File: src/rtl/column_sequencer.sv
// Column multiplexer for the LED panel: drives one column select at a time, then blanks.
// Optional overdrive guard is built when COLUMN_SEQ_GUARD_EN is defined.
module column_sequencer #(
  parameter int N_COLUMNS    = 8,
  parameter int DRIVE_CYCLES = 330,
  parameter int BLANK_CYCLES = 16
) (
  input  logic                         clk_33,
  input  logic                         nrst,
  input  logic                         enable,
  input  logic                         sync,
  output logic [N_COLUMNS-1:0]         mux_out,
  output logic [$clog2(N_COLUMNS)-1:0] column_idx,
  output logic                         column_start,
  output logic                         blanking,
  output logic                         fault
);

  localparam int IDX_W      = $clog2(N_COLUMNS);
  localparam int MAX_CYC    = (DRIVE_CYCLES > BLANK_CYCLES) ? DRIVE_CYCLES : BLANK_CYCLES;
  localparam int CNT_W      = $clog2(MAX_CYC + 1);
  localparam int BLANK_LD_I = (BLANK_CYCLES > 0) ? BLANK_CYCLES - 1 : 0;

  localparam logic [CNT_W-1:0] DRIVE_LOAD = CNT_W'(DRIVE_CYCLES - 1);
  localparam logic [CNT_W-1:0] BLANK_LOAD = CNT_W'(BLANK_LD_I);
  localparam logic [IDX_W-1:0] LAST_COL   = IDX_W'(N_COLUMNS - 1);

  localparam logic [1:0] S_IDLE  = 2'd0;
  localparam logic [1:0] S_DRIVE = 2'd1;
  localparam logic [1:0] S_BLANK = 2'd2;

  logic [1:0]           state_reg, state_next;
  logic [CNT_W-1:0]     cnt_reg, cnt_next;
  logic [IDX_W-1:0]     idx_reg, idx_next;
  logic [N_COLUMNS-1:0] mux_reg, mux_next;
  logic                 start_reg, start_next;
  logic [IDX_W-1:0]     idx_adv;
  logic                 guard_trip;
  logic                 fault_q;

  function automatic logic [N_COLUMNS-1:0] onehot(input logic [IDX_W-1:0] i);
    onehot = {{(N_COLUMNS-1){1'b0}}, 1'b1} << i;
  endfunction

  assign idx_adv = (idx_reg == LAST_COL) ? '0 : idx_reg + 1'b1;

  always_comb begin
    state_next = state_reg;
    cnt_next   = cnt_reg;
    idx_next   = idx_reg;
    mux_next   = mux_reg;
    start_next = 1'b0;
    if (!enable || guard_trip) begin
      state_next = S_IDLE;
      cnt_next   = '0;
      idx_next   = '0;
      mux_next   = '0;
    end else begin
      case (state_reg)
        S_IDLE: begin
          // A latched overdrive fault keeps the block parked until enable drops
          if (!fault_q) begin
            state_next = S_DRIVE;
            cnt_next   = DRIVE_LOAD;
            idx_next   = '0;
            mux_next   = onehot('0);
            start_next = 1'b1;
          end
        end
        S_DRIVE, S_BLANK: begin
          if (sync) begin
            idx_next = '0;
            if (BLANK_CYCLES > 0) begin
              state_next = S_BLANK;
              cnt_next   = BLANK_LOAD;
              mux_next   = '0;
            end else begin
              state_next = S_DRIVE;
              cnt_next   = DRIVE_LOAD;
              mux_next   = onehot('0);
              start_next = 1'b1;
            end
          end else if (cnt_reg != '0) begin
            cnt_next = cnt_reg - 1'b1;
          end else if (state_reg == S_DRIVE && BLANK_CYCLES > 0) begin
            state_next = S_BLANK;
            cnt_next   = BLANK_LOAD;
            idx_next   = idx_adv;
            mux_next   = '0;
          end else if (state_reg == S_DRIVE) begin
            cnt_next   = DRIVE_LOAD;
            idx_next   = idx_adv;
            mux_next   = onehot(idx_adv);
            start_next = 1'b1;
          end else begin
            state_next = S_DRIVE;
            cnt_next   = DRIVE_LOAD;
            mux_next   = onehot(idx_reg);
            start_next = 1'b1;
          end
        end
        default: begin
          state_next = S_IDLE;
          cnt_next   = '0;
          idx_next   = '0;
          mux_next   = '0;
        end
      endcase
    end
  end

  always_ff @(posedge clk_33 or negedge nrst) begin
    if (!nrst) begin
      state_reg <= S_IDLE;
      cnt_reg   <= '0;
      idx_reg   <= '0;
      mux_reg   <= '0;
      start_reg <= 1'b0;
    end else begin
      state_reg <= state_next;
      cnt_reg   <= cnt_next;
      idx_reg   <= idx_next;
      mux_reg   <= mux_next;
      start_reg <= start_next;
    end
  end

`ifdef COLUMN_SEQ_GUARD_EN
  // Run length of the currently lit column, independent of the sequencing counter
  localparam int RUN_W = $clog2(DRIVE_CYCLES + 2);
  localparam logic [RUN_W-1:0] RUN_LIMIT = RUN_W'(DRIVE_CYCLES + 1);

  logic [N_COLUMNS-1:0] mux_last_reg;
  logic [RUN_W-1:0]     run_reg, run_next;
  logic                 fault_reg, fault_next;

  always_comb begin
    run_next = '0;
    if (mux_reg != '0)
      run_next = (mux_reg == mux_last_reg) ? run_reg + 1'b1 : RUN_W'(1);
  end

  assign guard_trip = (run_next == RUN_LIMIT);
  assign fault_next = enable & (fault_reg | guard_trip);

  always_ff @(posedge clk_33 or negedge nrst) begin
    if (!nrst) begin
      mux_last_reg <= '0;
      run_reg      <= '0;
      fault_reg    <= 1'b0;
    end else begin
      mux_last_reg <= mux_reg;
      run_reg      <= run_next;
      fault_reg    <= fault_next;
    end
  end

  assign fault_q = fault_reg;
`else
  assign guard_trip = 1'b0;
  assign fault_q    = 1'b0;
`endif

  assign mux_out      = mux_reg;
  assign column_idx   = idx_reg;
  assign column_start = start_reg;
  assign blanking     = ~|mux_reg;
  assign fault        = fault_q;

endmodule

File: config.mk
export PLATFORM = sky130hd
export DESIGN_NAME = column_sequencer
export DESIGN_NICKNAME = d
export VERILOG_FILES = /design/src/rtl/column_sequencer.sv
export SDC_FILE = /design/constraint.sdc
export NUM_CORES = 1
export LEC_CHECK = 0
export BUFFER_PORTS_ARGS = -buffer_cell sky130_fd_sc_hd__buf_2
export CAP_MARGIN = 15
export CORE_UTILIZATION = 47
export DETAILED_ROUTE_END_ITERATION = 16
export PLACE_DENSITY_LB_ADDON = 0.1
export SLEW_MARGIN = 10
export SYNTH_ARGS = -nofsm -noshare
export SYNTH_HDL_FRONTEND = slang
export SYNTH_SLANG_ARGS = --single-unit
File: constraint.sdc
create_clock -name clk_33 -period 1.9 [get_ports clk_33]
set_input_delay 0.285 -clock clk_33 [delete_from_list [all_inputs] [get_ports clk_33]]
set_output_delay 0.285 -clock clk_33 [all_outputs]
set_load 0.02 [all_outputs]
==> reports/results.txt, run 1 <==
Status: finished clean
Main synth FF type: dfrtp_1
Pwr/cell area: 1300 mW/mm2
Gr usage total: 21.7%
WL final: 2620 um
Core outline area: 0.00254 mm2
Final period util: 95.2%
VDD IR max: 820 uV
Async S/R FF share, synth: 100%
Relative slew slack: 66.4%
Max-Cap Viols: 0
Yosys reg bits: 23
Routability cong.: 0.782
Worst Path Max Fanout: 6
WHS Path Cells: 2
Clock sink count: 23
Fmax: 553 MHz
Vias in the first global route: 1,015
Synth cell types: 33
Post-synth EDFFs: 0
Vias per cell: 5.42
Non-Filler Instances: 188
WS Path Type: reg2reg
Worst-path clk slew: 0.13 ns
CP Launch Type: flop
Remaining Overflow, GRT: 0
Mean Syn Cell Area: 9.90 um2
Detailed Route Iter0 Violations: 40
Skew final: 0.00424 ns
Drt drc: 0
Cell Chain, Critical Path: inv_1 -> ha_1 -> nand3b_4 -> buf_4 -> or4_4 -> o21ai_1
Wire length of the first global-routing pass: 4590 um
Filler Cells Inserted: 221
Ports: 18
Largest register FFs: 9
Syn_nets: 147
Die height: 54.7 um
CTS tree: built
Final antenna diode count: 0
Crit Reg-Reg Startpoint: state_reg[1]
Number of H-tree levels: 1
TritonRoute pass-1 iters: 4
Syn Inst Count: 132
Clock Tree Root: clkbuf_4
Port bufs: 16
Post-Syn Area: 0.00131 mm2
Critical hold path startpoint: sync
Final Hold Violating Endpoints: 0
Least-Margin Pin Slew: 0.504 ns
Final setup vio count: 0
Crit path time final: 1.81 ns
Worst skew pair latency: 0.31 ns
End of the worst hold path: cnt_reg[2]
Largest net degree at the start of global routing: 24
NumNets Final: 174
Initial antenna violation count: 0
Die W: 54.7 um
Worst Setup End Kind: flop
CTS Buffer Depth: 2
Slew Viols, Final: 0
Placed Cells: 182
Area Growth Syn to Fin: 18.9%
DRT antenna net count: 0
Finished Core Util: 61.0%
Total power: 2.03 mW
Hpwl dp: 1980 um
Worst stage delay on the critical path: 0.52 ns
Worst Hold Class: in2reg
Pleak: 0.766 nW
Row cnt: 18
Drt wl/cell: 14.0 um
Sequential fraction of the synthesis area: 44.1%
Reg2Reg Depth: 6
Setup slack, reg-to-reg: 0.09 ns
Full die area: 0.00299 mm2
Vias: 1,019
Yosys warning total: 0
Initial Util: 51.3%
Critical path's slowest cell: or4_4
CTS buffer count: 3
CP arrival: 2.06 ns
Layout cells sized above 1: 25.9%
Reg-to-Reg End: column_idx[1]
Required time worst endpoint: 2.15 ns
Crit. Startpoint: state_reg[1]
==> worst max path at each step <==
stage / cells past startpoint / to / slack (ns)
after CTS: 6 / column_idx[0] / 0.005
final: 6 / column_idx[1] / 0.09
after floorplan: 6 / mux_out[0] / 0.24
after global routing: 3 / blanking / -0.001
after detailed placement: 6 / column_idx[0] / 0.02
after global placement: 6 / column_idx[0] / 0.09
==> layer usage <==
metal  GRT usage (%)  vias to the layer above  wire length [um]
li1                -                      511                 -
met1            30.4                      484              1350
met2            33.9                       20              1170
met3            2.50                        4                84
met4            7.69                        0                25
met5               0                        -                 0
==> synth_stat cells, types with 2 or more instances <==
master    instances  area, um2
o21ai_1           2       10.0
xor2_1            3       26.3
o31ai_1           5       37.5
or4_1             4       30.0
dfrtp_1          23        576
nor3_1            3       15.0
nand3_1           3       15.0
or3_1             2       12.5
nand3b_1          3       22.5
o21ai_0          11       55.1
nand2_1          15       56.3
o21a_1            2       15.0
nand2b_1          2       12.5
inv_1            10       37.5
nor2_1            9       33.8
a21oi_1           6       30.0
o41ai_1           3       26.3
ha_1             11        138
==> cell usage in the layout, fill, tap and decap left out, drive strengths merged <==
cell type    synthesis  routed
a21o                 1       1
a21oi                6       6
buf                  3      25
clkbuf               1       3
clkinv               0       1
conb                 1       1
dfrtp               23      23
dlygate4sd3          0       1
ha                  11      11
inv                 10      10
mux2                 1       1
nand2               15      15
nand2b               2       2
nand3                3       3
nand3b               4       4
nor2                10      10
nor3                 4       4
nor4                 1       1
nor4b                1       1
o21a                 2       2
o21ai               13      13
o31ai                5       5
o41ai                4       4
or3                  2       2
or4                  4       4
or4b                 1       1
xnor2                1       1
xor2                 3       3
==> worst max-delay path, delay by kind of cell (launching register included) <==
kind | cells | cell delay, ns
AOI/OAI and AO/OA | 1 | 0.13
adders and majority gates | 1 | 0.34
buffers and inverters | 2 | 0.23
DFF | 1 | 0.41
and+or+nand+nor | 2 | 0.64
==> metrics by stage <==
step	instance area [um2]	setup TNS (ns)	hold slack, ns	setup WS (ns)
3_5_place_dp	1470	0	0.292	0.0249
6_report	1550	0	0.279	0.0906
5_1_grt	1550	-0.00150	0.295	-0.00150
3_3_place_gp	1470	0	0.285	0.0870
2_1_floorplan	1310	0	-0.0106	0.244
4_1_cts	1510	0	0.273	0.00499
==> timing repair <==
action / in CTS / in global routing
endpoints found under the setup margin: 0 / 7
buffers inserted: 0 / 1
endpoints found under the hold margin: 23 / 0
hold buffers: 1 / 0
resized for setup: 0 / 8
==> cells by family (layout without fill, tap and decap cells) <==
kind of cell    count (synthesis)  after routing  synth area share, %
simple gates                   47             47                 21.5
mux                             1              1                0.862
other cells                     1              1                0.287
buf+inv                        14             40                 4.98
flops                          23             23                 44.1
xor+xnor                        4              4                 2.68
fa+ha+maj                      11             11                 10.5
compound gates                 31             31                 15.1
==> area by class of cell <==
cell class,instances,area (um2),share of cell area (%)
multi-input combinational,95,702,45.2
inverter,10,37.5,2.42
clock buffer,3,22.5,1.45
tap,30,37.5,2.42
clock inverter,1,5.00,0.322
timing repair buffer,26,173,11.1
sequential,23,576,37.1
==> where the power goes <==
part | switching, mW | internal [mW] | leakage, nW
Combinational | 0.595 | 0.494 | 0.439
Sequential | 0.111 | 0.597 | 0.309
Clock | 0.150 | 0.0786 | 0.0177
Total | 0.856 | 1.17 | 0.766
Power figures use the tool's default switching activity.
==> inputs of run 2 (changes only) <==
--- a/config.mk
+++ b/config.mk
@@ -7,6 +7,7 @@
 export LEC_CHECK = 0
 export BUFFER_PORTS_ARGS = -buffer_cell sky130_fd_sc_hd__buf_2
 export CAP_MARGIN = 15
+export CORE_MARGIN = 5
 export CORE_UTILIZATION = 47
 export DETAILED_ROUTE_END_ITERATION = 16
 export PLACE_DENSITY_LB_ADDON = 0.1
==> reports/results.txt, run 2 (same netlist as run 1, synthesis figures left out) <==
Status: finished clean (unchanged)
VDD IR max: 743 uV (was 820 uV)
WL final: 2870 um (was 2620 um)
Crit path time final: 1.83 ns (was 1.81 ns)
Remaining Overflow, GRT: 0 (unchanged)
Vias in the first global route: 1,051 (was 1,015)
Initial Util: 48.2% (was 51.3%)
Core outline area: 0.00271 mm2 (was 0.00254 mm2)
Pwr/cell area: 1320 mW/mm2 (was 1300 mW/mm2)
Most frequent cells in the layout: 23 x dfrtp_1, 16 x buf_2, 15 x nand2_1 (was 23 x dfrtp_1, 15 x nand2_1, 15 x buf_2)
Hpwl dp: 2100 um (was 1980 um)
Initial antenna violation count: 0 (unchanged)
Worst skew pair latency: 0.32 ns (was 0.31 ns)
Setup ws final: 0.0744 ns (was 0.0906 ns)
Vias per cell: 5.53 (was 5.42)
Row cnt: 19 (was 18)
Largest net degree at the start of global routing: 24 (unchanged)
Final period util: 96.1% (was 95.2%)
Relative slew slack: 65.5% (was 66.4%)
Finished Core Util: 56.6% (was 61.0%)
Worst Hold Class: in2reg (unchanged)
Vias: 1,035 (was 1,019)
Required time worst endpoint: 1.62 ns (was 2.15 ns)
Filler Cells Inserted: 262 (was 221)
NumNets Final: 172 (was 174)
Area Growth Syn to Fin: 17.5% (was 18.9%)
Worst stage delay on the critical path: 0.53 ns (was 0.52 ns)
TritonRoute pass-1 iters: 4 (unchanged)
Final Hold Violating Endpoints: 0 (unchanged)
Non-Filler Instances: 187 (was 188)
Ports: 18 (unchanged)
Clock sink count: 23 (unchanged)
CP Launch Type: flop (unchanged)
Skew final: 0.00152 ns (was 0.00424 ns)
Worst-path clk slew: 0.14 ns (was 0.13 ns)
Die W: 62.7 um (was 54.7 um)
Die height: 62.7 um (was 54.7 um)
WS Path Type: reg2out (was reg2reg)
Worst Setup End Kind: primary output (was flop)
Final setup vio count: 0 (unchanged)
CTS tree: built (unchanged)
Fmax: 548 MHz (was 553 MHz)
Placed Cells: 179 (was 182)
Pleak: 0.761 nW (was 0.766 nW)
CTS buffer count: 3 (unchanged)
DP Worst Slack: -0.0214 ns (was 0.0249 ns)
Drt wl/cell: 15.4 um (was 14.0 um)
Max-Cap Viols: 0 (unchanged)
Layout cells sized above 1: 26.3% (was 25.9%)
Cell Chain, Critical Path: or4_1 -> nor2_1 -> buf_2 (was inv_1 -> ha_1 -> nand3b_4 -> buf_4 -> or4_4 -> o21ai_1)
Full die area: 0.00393 mm2 (was 0.00299 mm2)
Worst Path Max Fanout: 3 (was 6)
Least-Margin Pin Slew: 0.518 ns (was 0.504 ns)
Gr usage total: 15.4% (was 21.7%)
Largest register FFs: 9 (unchanged)
Slew Viols, Final: 0 (unchanged)
Drt drc: 0 (unchanged)
Final antenna diode count: 0 (unchanged)
CP arrival: 1.54 ns (was 2.06 ns)
Most common cell after layout, fill and taps aside: dfrtp_1 (unchanged)
Routability cong.: 0.798 (was 0.782)
Detailed Route Iter0 Violations: 35 (was 40)
Critical path's slowest cell: or4_1 (was or4_4)
Clock Tree Root: clkbuf_4 (unchanged)
Port bufs: 16 (unchanged)
Number of H-tree levels: 1 (unchanged)
Setup TNS: 0 ns (unchanged)
DRT antenna net count: 0 (unchanged)
RSZ-0062 raised after global routing: true
CTS Buffer Depth: 2 (unchanged)
Wire length of the first global-routing pass: 4930 um (was 4590 um)
==> run 2: layer usage <==
layer	up-vias	share of wire [%]	wire, um	track usage, %
met5	-	0	0	0
met4	0	1.5	42	5.57
met3	4	4.0	116	2.88
met2	26	47	1340	23.6
met1	499	48	1370	21.5
li1	506	-	-	-
==> run 2: timing repair <==
| action | 4_1_cts | 5_1_grt |
|---|---|---|
| hold endpoints to repair | 23 | 0 |
| setup buffers | 1 | 2 |
| endpoints found under the setup margin | 1 | 14 |
| resized for setup | 1 | 8 |
| pin swaps | 0 | 2 |
| hold buffers | 1 | 0 |
==> run 2: area by class of cell <==
type / instances / area [um2] / share of cell area, %
clock buffers: 3 / 22.5 / 1.47
multi-input cells: 95 / 709 / 46.2
flip-flops and latches: 23 / 576 / 37.5
inverters: 10 / 37.5 / 2.44
repair buffers: 24 / 146 / 9.54
clock inverters: 1 / 5.00 / 0.326
well taps: 31 / 38.8 / 2.53
==> run 2: where the power goes <==
part	internal [mW]	switching, mW	total, mW
registers	0.597	0.111	0.708
clock network	0.0790	0.163	0.242
logic	0.471	0.600	1.07
==> run 2: path summary, 6_finish.rpt <==
check	cells after the start	slack, ns	startpoint	endpoint
max	3	0.07	mux_out[5]	blanking
min	2	0.27	sync	cnt_reg[2]
max reg2reg	6	0.08	cnt_reg[0]	cnt_reg[8]
min reg2reg	2	0.51	mux_out[1]	mux_out[1]
max in group asynchronous	2	1.11	nrst	cnt_reg[4]
min in group asynchronous	2	0.45	nrst	mux_out[5]
==> run 2: worst max-delay path, delay by kind of cell, from the launching register on <==
| kind | cells | cell delay [ns] |
|---|---|---|
| DFF | 1 | 0.42 |
| buffers and inverters | 1 | 0.16 |
| and+or+nand+nor | 2 | 0.63 |
==> run 2: stage by stage <==
| stage | hold slack (ns) | power (mW) | instance area (um2) |
|---|---|---|---|
| 2_1_floorplan | -0.0106 | 1.41 | 1310 |
| 3_3_place_gp | 0.288 | 1.64 | 1430 |
| 3_5_place_dp | 0.291 | 1.67 | 1430 |
| 4_1_cts | 0.266 | 1.93 | 1480 |
| 5_1_grt | 0.291 | 2.18 | 1540 |
| 6_report | 0.270 | 2.02 | 1540 |
==> inputs of run 3 (changes only) <==
--- a/config.mk
+++ b/config.mk
@@ -11,6 +11,7 @@
 export CORE_UTILIZATION = 47
 export DETAILED_ROUTE_END_ITERATION = 16
 export PLACE_DENSITY_LB_ADDON = 0.1
+export RECOVER_POWER = 25
 export SLEW_MARGIN = 10
 export SYNTH_ARGS = -nofsm -noshare
 export SYNTH_HDL_FRONTEND = slang
==> reports/results.txt, run 3 (same netlist as run 1, synthesis figures left out) <==
Switch Pwr: 874 uW (about the same)
Required time worst endpoint: 1.62 ns (about the same)
Most common cell after layout, fill and taps aside: dfrtp_1 (unchanged)
Skew final: 0.00152 ns (unchanged)
TritonRoute pass-1 iters: 4 (unchanged)
NumNets Final: 172 (unchanged)
RSZ-0062 raised after global routing: true (unchanged)
Fmax: 548 MHz (about the same)
Detailed Route Iter0 Violations: 36 (was 35)
Port bufs: 16 (unchanged)
Final antenna diode count: 0 (unchanged)
Vias per cell: 5.53 (unchanged)
DP Worst Slack: -0.0214 ns (unchanged)
Largest net degree at the start of global routing: 24 (unchanged)
Area Growth Syn to Fin: 17.4% (was 17.5%)
Final period util: 96.1% (about the same)
Max-Cap Viols: 0 (unchanged)
Number of H-tree levels: 1 (unchanged)
Sequential share of power: 35.1% (about the same)
Worst-path clk slew: 0.14 ns (about the same)
Design area: 0.00153 mm2 (was 0.00154 mm2)
Final setup vio count: 0 (unchanged)
Row cnt: 19 (unchanged)
CP Launch Type: flop (unchanged)
WL final: 2870 um (unchanged)
Ports: 18 (unchanged)
Slew Viols, Final: 0 (unchanged)
Multi-input logic area: 709 um2 (unchanged)
Wire length of the first global-routing pass: 4930 um (unchanged)
Worst Setup End Kind: primary output (unchanged)
Register area: 576 um2 (unchanged)
Cell Int Power: 1.15 mW (about the same)
Initial antenna violation count: 0 (unchanged)
Drt wl/cell: 15.4 um (unchanged)
Layout cells sized above 1: 25.6% (was 26.3%)
Vias in the first global route: 1,051 (unchanged)
Full die area: 0.00393 mm2 (unchanged)
DRT antenna net count: 0 (unchanged)
WS Path Type: reg2out (unchanged)
Final Hold Violating Endpoints: 0 (unchanged)
DP Area: 0.00143 mm2 (unchanged)
Hpwl dp: 2100 um (unchanged)
Relative slew slack: 17.1% (was 65.5%)
Clk pwr share: 12.0% (about the same)
Worst Hold Class: in2reg (unchanged)
Gr usage total: 15.4% (unchanged)
Drt drc: 0 (unchanged)
Filler Cells Inserted: 263 (was 262)
Crit path time final: 1.83 ns (about the same)
Die height: 62.7 um (unchanged)
Most frequent cells in the layout: 23 x dfrtp_1, 15 x nand2_1, 15 x buf_2 (was 23 x dfrtp_1, 16 x buf_2, 15 x nand2_1)
Largest register FFs: 9 (unchanged)
Worst Path Max Fanout: 3 (unchanged)
Least-Margin Pin Slew: 1.24 ns (was 0.518 ns)
Clock sink count: 23 (unchanged)
Core outline area: 0.00271 mm2 (unchanged)
Setup ws final: 0.0746 ns (was 0.0744 ns)
Logic pwr share: 53.0% (about the same)
Worst stage delay on the critical path: 0.53 ns (about the same)
Remaining Overflow, GRT: 0 (unchanged)
Die W: 62.7 um (unchanged)
Routability cong.: 0.798 (unchanged)
Critical path's slowest cell: or4_1 (unchanged)
Worst skew pair latency: 0.32 ns (about the same)
CTS buffer count: 3 (unchanged)
Clock Tree Root: clkbuf_4 (unchanged)
Status: finished clean (unchanged)
Vias: 1,035 (unchanged)
CTS tree: built (unchanged)
Cell Chain, Critical Path: or4_1 -> nor2_1 -> buf_2 (unchanged)
VDD IR max: 743 uV (about the same)
CTS Buffer Depth: 2 (unchanged)
Initial Util: 48.2% (unchanged)
Pwr/cell area: 1320 mW/mm2 (about the same)
CP arrival: 1.54 ns (about the same)
Switch share: 43.3% (about the same)
Pleak: 0.758 nW (was 0.761 nW)
run 3: metal layers:
layer  share of wire (%)  wire [um]  global-route usage, %
met5                   0          0                      0
met4                 1.5         42                   5.57
met3                 4.0        116                   2.88
met2                  47       1340                   23.6
met1                  48       1370                   21.5
run 3: layout make-up:
type | count | area share, %
well taps | 31 | 2.53
repair buffers | 24 | 9.46
multi-input cells | 95 | 46.2
flip-flops and latches | 23 | 37.5
clock inverters | 1 | 0.326
clock buffers | 3 | 1.47
inverters | 10 | 2.45
run 3: timing repair:
action                                  in CTS  in global routing
hold endpoints to repair                    23                  0
endpoints found under the setup margin       1                 14
gates resized for setup                      1                  8
buffers inserted                             1                  2
hold buffers                                 1                  0
pin swaps                                    0                  2
run 3: power groups by stage:
stage / clock, mW / sequential [mW] / combinational, mW
2_1_floorplan: 0 / 0.727 / 0.686
3_3_place_gp: 0 / 0.720 / 0.922
3_5_place_dp: 0 / 0.724 / 0.947
4_1_cts: 0.243 / 0.710 / 0.973
5_1_grt: 0.265 / 0.729 / 1.19
6_report: 0.242 / 0.708 / 1.07
run 3: metrics by stage:
step,std cells,TNS [ns],power [mW],util [%],hold slack [ns]
after global placement,179,-0.0204,1.64,52.7,0.288
final,187,0,2.02,56.6,0.270
after CTS,185,0,1.93,54.5,0.266
after global routing,187,-0.00455,2.18,56.6,0.291
after floorplan,132,0,1.41,-,-0.0106
after detailed placement,179,-0.0214,1.67,52.7,0.291
run 3: final timing paths:
check | from | depth (start not counted) | slack, ns | endpoint
worst max register to register | cnt_reg[0] | 6 | 0.08 | cnt_reg[8]
max in group asynchronous | nrst | 2 | 0.44 | cnt_reg[4]
min in group asynchronous | nrst | 2 | 0.73 | mux_out[5]
worst min-delay path | sync | 2 | 0.27 | cnt_reg[2]
worst min register to register | mux_out[1] | 2 | 0.51 | mux_out[1]
worst max-delay path | mux_out[5] | 3 | 0.07 | blanking
run 3: critical path, delay by kind of cell, from the launching register on:
kind | cells | cell delay (ns)
buffers and inverters | 1 | 0.16
flip-flops | 1 | 0.42
AND/OR/NAND/NOR | 2 | 0.63
